--- config.mk ---
export PLATFORM = sky130hd
export DESIGN_NAME = roic_frame_aligner
export DESIGN_NICKNAME = d
export VERILOG_FILES = /design/src/rtl/roic_align_pkg.sv /design/src/rtl/roic_run_counter.sv /design/src/rtl/roic_frame_aligner.sv
export SDC_FILE = /design/constraint.sdc
export NUM_CORES = 1
export LEC_CHECK = 0
export BUFFER_PORTS_ARGS = -buffer_cell sky130_fd_sc_hd__buf_4
export CAP_MARGIN = 5
export CORE_MARGIN = 1
export CORE_UTILIZATION = 35
export CTS_CLUSTER_DIAMETER = 120
export DETAILED_ROUTE_END_ITERATION = 8
export SYNTH_ARGS = -nofsm -noshare
export SYNTH_HDL_FRONTEND = slang
export SYNTH_SLANG_ARGS = --single-unit
--- constraint.sdc ---
create_clock -name clk_div -period 2.2 [get_ports clk_div]
set_clock_uncertainty 0.1 [all_clocks]
set_input_delay 0.66 -clock clk_div [delete_from_list [all_inputs] [get_ports clk_div]]
set_output_delay 0.66 -clock clk_div [all_outputs]
set_load 0.03 [all_outputs]
--- src/rtl/roic_align_pkg.sv ---
// ============================================================================
// roic_align_pkg : shared types and constants for the ROIC frame aligner
// Rev 1.0
// ============================================================================
`default_nettype none

package roic_align_pkg;

  localparam int                       ROIC_WORD_W        = 8;
  localparam logic [ROIC_WORD_W-1:0]   ROIC_FRAME_PATTERN = 8'hF0;

  typedef enum logic [2:0] {
    ST_IDLE   = 3'd0,
    ST_CHECK  = 3'd1,
    ST_SLIP   = 3'd2,
    ST_SETTLE = 3'd3,
    ST_LOCKED = 3'd4,
    ST_FAIL   = 3'd5
  } roic_align_state_e;

endpackage

`default_nettype wire

--- src/rtl/roic_run_counter.sv ---
// ============================================================================
// roic_run_counter : saturating consecutive-event counter with clear and a
// terminal flag that fires on the event that completes the run.  Rev 1.0
// ============================================================================
`default_nettype none

module roic_run_counter #(
  parameter int LIMIT = 16
) (
  input  logic clk_div,
  input  logic clk_reset_n,
  input  logic clr_i,
  input  logic inc_i,
  output logic hit_o
);

  localparam int               CNT_W    = $clog2(LIMIT + 1);
  localparam logic [CNT_W-1:0] CNT_MAX  = CNT_W'(LIMIT);
  localparam logic [CNT_W-1:0] CNT_LAST = CNT_W'(LIMIT - 1);

  logic [CNT_W-1:0] cnt_q;
  logic [CNT_W-1:0] cnt_d;

  always_comb begin
    cnt_d = cnt_q;
    if (clr_i) begin
      cnt_d = '0;
    end else if (inc_i && (cnt_q != CNT_MAX)) begin
      cnt_d = cnt_q + 1'b1;
    end
  end

  always_ff @(posedge clk_div or negedge clk_reset_n) begin
    if (!clk_reset_n) begin
      cnt_q <= '0;
    end else begin
      cnt_q <= cnt_d;
    end
  end

  // Flag the LIMIT-th event itself so the owner can act on the same edge.
  assign hit_o = inc_i && !clr_i && (cnt_q == CNT_LAST);

endmodule

`default_nettype wire

--- src/rtl/roic_frame_aligner.sv ---
// ============================================================================
// roic_frame_aligner : bitslips the ISERDES lanes until the frame-clock word
// matches FRAME_PATTERN, then reports and supervises lock.  Rev 1.0
// ============================================================================
`default_nettype none

module roic_frame_aligner
  import roic_align_pkg::*;
#(
  parameter int                WORD_W        = ROIC_WORD_W,
  parameter logic [WORD_W-1:0] FRAME_PATTERN = ROIC_FRAME_PATTERN,
  parameter int                MATCH_CNT     = 16,
  parameter int                SLIP_SETTLE   = 3,
  parameter int                MAX_SLIPS     = 15,
  parameter int                LOSS_CNT      = 4
) (
  input  logic                               clk_div,
  input  logic                               clk_reset_n,
  input  logic                               align_start,
  input  logic [WORD_W-1:0]                  fclk_word,
  output logic                               bitslip,
  output logic                               aligned,
  output logic                               align_fail,
  output logic                               lock_lost,
  output logic [$clog2(MAX_SLIPS+1)-1:0]     slip_count
);

  localparam int                  SLIP_W      = $clog2(MAX_SLIPS + 1);
  localparam int                  SETTLE_W    = $clog2(SLIP_SETTLE + 1);
  localparam logic [SLIP_W-1:0]   SLIP_MAX    = SLIP_W'(MAX_SLIPS);
  localparam logic [SETTLE_W-1:0] SETTLE_LOAD = SETTLE_W'(SLIP_SETTLE);

  roic_align_state_e    state_q, state_d;
  logic [SLIP_W-1:0]    slip_cnt_q, slip_cnt_d;
  logic [SETTLE_W-1:0]  settle_q, settle_d;
  logic                 bitslip_q, bitslip_d;
  logic                 aligned_q, aligned_d;
  logic                 align_fail_q, align_fail_d;
  logic                 lock_lost_q, lock_lost_d;

  logic word_match;
  logic match_inc, match_clr, match_hit;
  logic miss_inc, miss_clr, miss_hit;

  assign word_match = (fclk_word == FRAME_PATTERN);

  // Each counter only runs while its owning state persists uninterrupted.
  assign match_inc = (state_q == ST_CHECK) && word_match;
  assign match_clr = align_start || (state_q != ST_CHECK) || !word_match;
  assign miss_inc  = (state_q == ST_LOCKED) && !word_match;
  assign miss_clr  = align_start || (state_q != ST_LOCKED) || word_match;

  roic_run_counter #(
    .LIMIT (MATCH_CNT)
  ) u_match_cnt (
    .clk_div     (clk_div),
    .clk_reset_n (clk_reset_n),
    .clr_i       (match_clr),
    .inc_i       (match_inc),
    .hit_o       (match_hit)
  );

  roic_run_counter #(
    .LIMIT (LOSS_CNT)
  ) u_miss_cnt (
    .clk_div     (clk_div),
    .clk_reset_n (clk_reset_n),
    .clr_i       (miss_clr),
    .inc_i       (miss_inc),
    .hit_o       (miss_hit)
  );

  always_comb begin
    state_d      = state_q;
    slip_cnt_d   = slip_cnt_q;
    settle_d     = settle_q;
    lock_lost_d  = 1'b0;

    if (align_start) begin
      state_d    = ST_CHECK;
      slip_cnt_d = '0;
      settle_d   = '0;
    end else begin
      unique case (state_q)
        ST_IDLE: begin
          state_d = ST_IDLE;
        end
        ST_CHECK: begin
          if (word_match) begin
            if (match_hit) begin
              state_d = ST_LOCKED;
            end
          end else if (slip_cnt_q == SLIP_MAX) begin
            state_d = ST_FAIL;
          end else begin
            state_d = ST_SLIP;
          end
        end
        ST_SLIP: begin
          if (slip_cnt_q != SLIP_MAX) begin
            slip_cnt_d = slip_cnt_q + 1'b1;
          end
          settle_d = SETTLE_LOAD;
          state_d  = ST_SETTLE;
        end
        ST_SETTLE: begin
          // Leave on the decrement that reaches zero: SLIP_SETTLE idle cycles.
          if (settle_q <= SETTLE_W'(1)) begin
            settle_d = '0;
            state_d  = ST_CHECK;
          end else begin
            settle_d = settle_q - 1'b1;
          end
        end
        ST_LOCKED: begin
          if (miss_hit) begin
            lock_lost_d = 1'b1;
            slip_cnt_d  = '0;
            state_d     = ST_CHECK;
          end
        end
        ST_FAIL: begin
          state_d = ST_FAIL;
        end
        default: begin
          state_d = ST_IDLE;
        end
      endcase
    end

    bitslip_d    = (state_d == ST_SLIP);
    // aligned follows LOCKED one cycle late on entry but drops on the exit edge.
    aligned_d    = (state_q == ST_LOCKED) && (state_d == ST_LOCKED);
    align_fail_d = (state_d == ST_FAIL);
  end

  always_ff @(posedge clk_div or negedge clk_reset_n) begin
    if (!clk_reset_n) begin
      state_q      <= ST_IDLE;
      slip_cnt_q   <= '0;
      settle_q     <= '0;
      bitslip_q    <= 1'b0;
      aligned_q    <= 1'b0;
      align_fail_q <= 1'b0;
      lock_lost_q  <= 1'b0;
    end else begin
      state_q      <= state_d;
      slip_cnt_q   <= slip_cnt_d;
      settle_q     <= settle_d;
      bitslip_q    <= bitslip_d;
      aligned_q    <= aligned_d;
      align_fail_q <= align_fail_d;
      lock_lost_q  <= lock_lost_d;
    end
  end

  assign bitslip    = bitslip_q;
  assign aligned    = aligned_q;
  assign align_fail = align_fail_q;
  assign lock_lost  = lock_lost_q;
  assign slip_count = slip_cnt_q;

endmodule

`default_nettype wire

==> flow_summary.json <==
{
  "rows": 20,
  "clock.fmax_ghz": 0.495,
  "netlist_top_cells_area": "dfrtp_1 (45%), ha_1 (7.4%), nand3_1 (4.3%)",
  "cts-root-buf": "clkbuf_4",
  "rsz0062_at_grt": "no",
  "critPathLaunchType": "flip-flop",
  "worst-r2r-cell-count": 7,
  "min_period_over_period": 0.918,
  "crit_fanout": 3,
  "core_sq_mm": 0.00313,
  "maxCapViolations": 0,
  "drtAntennaViolNets": 0,
  "routed_wl_microns": 2330,
  "placed_area_sq_mm": 0.00135,
  "syn-instance-count": 120,
  "peakVddDrop_mv": 0.244,
  "grt_pass1_wl_microns": 4190,
  "hold_path.class": "in2async",
  "outcome": "finished, final reports clean",
  "die_height_microns": 60,
  "vias": 964,
  "ys_warn_count": 0,
  "fin_util": 0.442,
  "insertion_delay_ns": 0.31,
  "nets": 158,
  "p_leak_nw": 0.599,
  "synth_largest_area_cell": "dfrtp_1",
  "overflow": 0,
  "fin_area_sq_mm": 0.00138,
  "clock-sinks": 21,
  "synth_area_sq_mm": 0.00118,
  "grt_pass1_vias": 959,
  "hold_viol": 0,
  "place.gp.congestion": 0.812,
  "wire_per_inst_microns": 12.7,
  "synth.distinct_cells": 40,
  "finalSetupViolCount": 0,
  "dp_hpwl_microns": 1770,
  "cts_tree": "done",
  "die_area_sq_mm": 0.00360,
  "ys_seq_area_frac": 0.446,
  "path_clk_slew_ns": 0.13,
  "htree_levels": 1,
  "cts_resized": 0,
  "r2r-end": "align_fail$_DFF_PN0_",
  "slew_headroom": 0.645,
  "portBuffers": 18,
  "die_w_microns": 60,
  "syn_nets": 138,
  "synth_seq_cells": 21,
  "grt_use_total": 0.155,
  "diodes": 0,
  "final-max-slew-violation-count": 0,
  "synth_top_area_frac": 0.446,
  "rrSetupSlack_ns": 0.18,
  "drive_gt1_frac": 0.223,
  "cts_buffers": 3,
  "clockBufferDepth": 2,
  "num_io_pins": 19,
  "crit_arrival_ns": 2.16,
  "grt_max_degree": 22,
  "worstReg2RegStart": "u_match_cnt.cnt_q[1]$_DFFE_PN0P_",
  "antenna_found_initial": 0,
  "drtPass1Iterations": 4,
  "drcViolationCount": 0,
  "avgViaCountPerCell": 5.27,
  "period_needed_ns": 2.02,
  "power.density_mw_per_mm2": 506,
  "worst_pin_slew_ns": 0.531,
  "drtIter0Drc": 50,
  "start_util": 0.376,
  "avgSynthCellArea_sq_um": 9.81,
  "path_class": "reg2reg",
  "cp.required_ns": 2.34,
  "fin_setup_tns_ns": 0,
  "area_growth_pct": 17.5,
  "end_kind": "flip-flop"
}
per-stage QoR:
stage	cells	power, mW	hold slack, ns	setup WS [ns]
finish	183	0.701	0.102	0.181
global route	183	0.742	0.102	0.0353
CTS	182	0.713	0.103	0.176
detailed placement	178	0.519	0.452	0.119
global placement	178	0.518	0.443	0.145
floorplan	120	0.477	0.264	0.336
logic make-up (layout without fill, tap and decap cells):
kind of cell	count (synthesis)	count (layout)	share of synthesized area
compound gates	25	25	0.149
xor+xnor	4	4	0.0298
fa+ha+maj	7	7	0.0744
buf+inv	17	36	0.0574
flops	21	21	0.446
mux	1	1	0.00850
simple gates	45	45	0.235
timing repair:
action,CTS,global route
buffers inserted,0,1
setup endpoints to repair,0,1
hold buffers,0,0
layer usage:
metal,up-vias,GRT usage,wire [microns]
li1,470,-,-
met4,0,0.0199,10
met2,27,0.275,1190
met5,-,0,0
met3,2,0.0455,128
met1,465,0.190,1000
final cells by class:
cell class | count | area [sq um]
multi-input cells | 82 | 584
fillers | 324 | 1740
well taps | 44 | 55.1
flip-flops and latches | 21 | 526
clock buffers | 3 | 22.5
repair buffers | 19 | 143
inverters | 13 | 48.8
clock inverters | 1 | 5.00
power by group:
part / leakage, nW / internal [mW] / switching (mW)
Combinational: 0.293 / 0.0386 / 0.0581
Clock: 0.0177 / 0.0679 / 0.121
Sequential: 0.288 / 0.398 / 0.0170
Total: 0.599 / 0.504 / 0.196
worst max-delay path by stage:
stage / start / endpoint / cells after the start
after floorplan: fclk_word[1] / align_fail$_DFF_PN0_ / 4
after global placement: fclk_word[1] / align_fail$_DFF_PN0_ / 5
after detailed placement: fclk_word[1] / align_fail$_DFF_PN0_ / 5
after CTS: u_match_cnt.cnt_q[1]$_DFFE_PN0P_ / align_fail$_DFF_PN0_ / 7
after global routing: u_match_cnt.cnt_q[1]$_DFFE_PN0P_ / align_fail$_DFF_PN0_ / 7
final: u_match_cnt.cnt_q[1]$_DFFE_PN0P_ / align_fail$_DFF_PN0_ / 7
synthesized netlist by cell type, drive strengths merged:
library cell and n:
or3b 1, a31oi 3, nor2 8, nor3 3
o2111ai 1, o31ai 1, a211o 1, o21ai 2
or2 1, a221oi 1, and3 1, and2b 1
or4bb 1, nand2b 1, a21oi 9, o311ai 2
ha 7, a211oi 2, or3 1, xnor2 3
nand3 10, inv 13, nor4b 1, and4 1
nand4 3, xor2 1, nand2 8, nor4 1
a2111oi 2, a2111o 1, nand4b 1, dfrtp 21
clkbuf 1, nor2b 1, mux2i 1, buf 3
and2 1
cell usage in the layout (no fill, tap or decap), types with 2 or more instances in the layout:
cell type,Yosys,routed
nor3_1,2,2
nand4_1,3,3
clkbuf_4,0,3
nor2_1,8,8
inv_1,13,13
xnor2_1,3,3
a31oi_1,3,3
o21ai_0,2,2
buf_4,0,19
a21oi_1,9,9
a211oi_1,2,2
ha_1,7,7
nand3_1,10,10
nand2_1,7,7
o311ai_0,2,2
dfrtp_1,21,21
flip-flops by register name, summed over array words and instances (netlist names):
register / flops
align_fail: 1
aligned: 1
bitslip: 1
lock_lost: 1
settle_q: 2
slip_count: 4
state_q: 3
u_match_cnt.cnt_q: 5
u_miss_cnt.cnt_q: 3
critical path, cell delays in order (launching register included):
cell      delay [ns]
dfrtp_1         0.39
ha_1            0.19
and3_1          0.17
ha_1            0.17
or4bb_1         0.49
nand4_1         0.10
o311ai_0        0.18
a31oi_1         0.18
(Power assumes the default switching activity.)
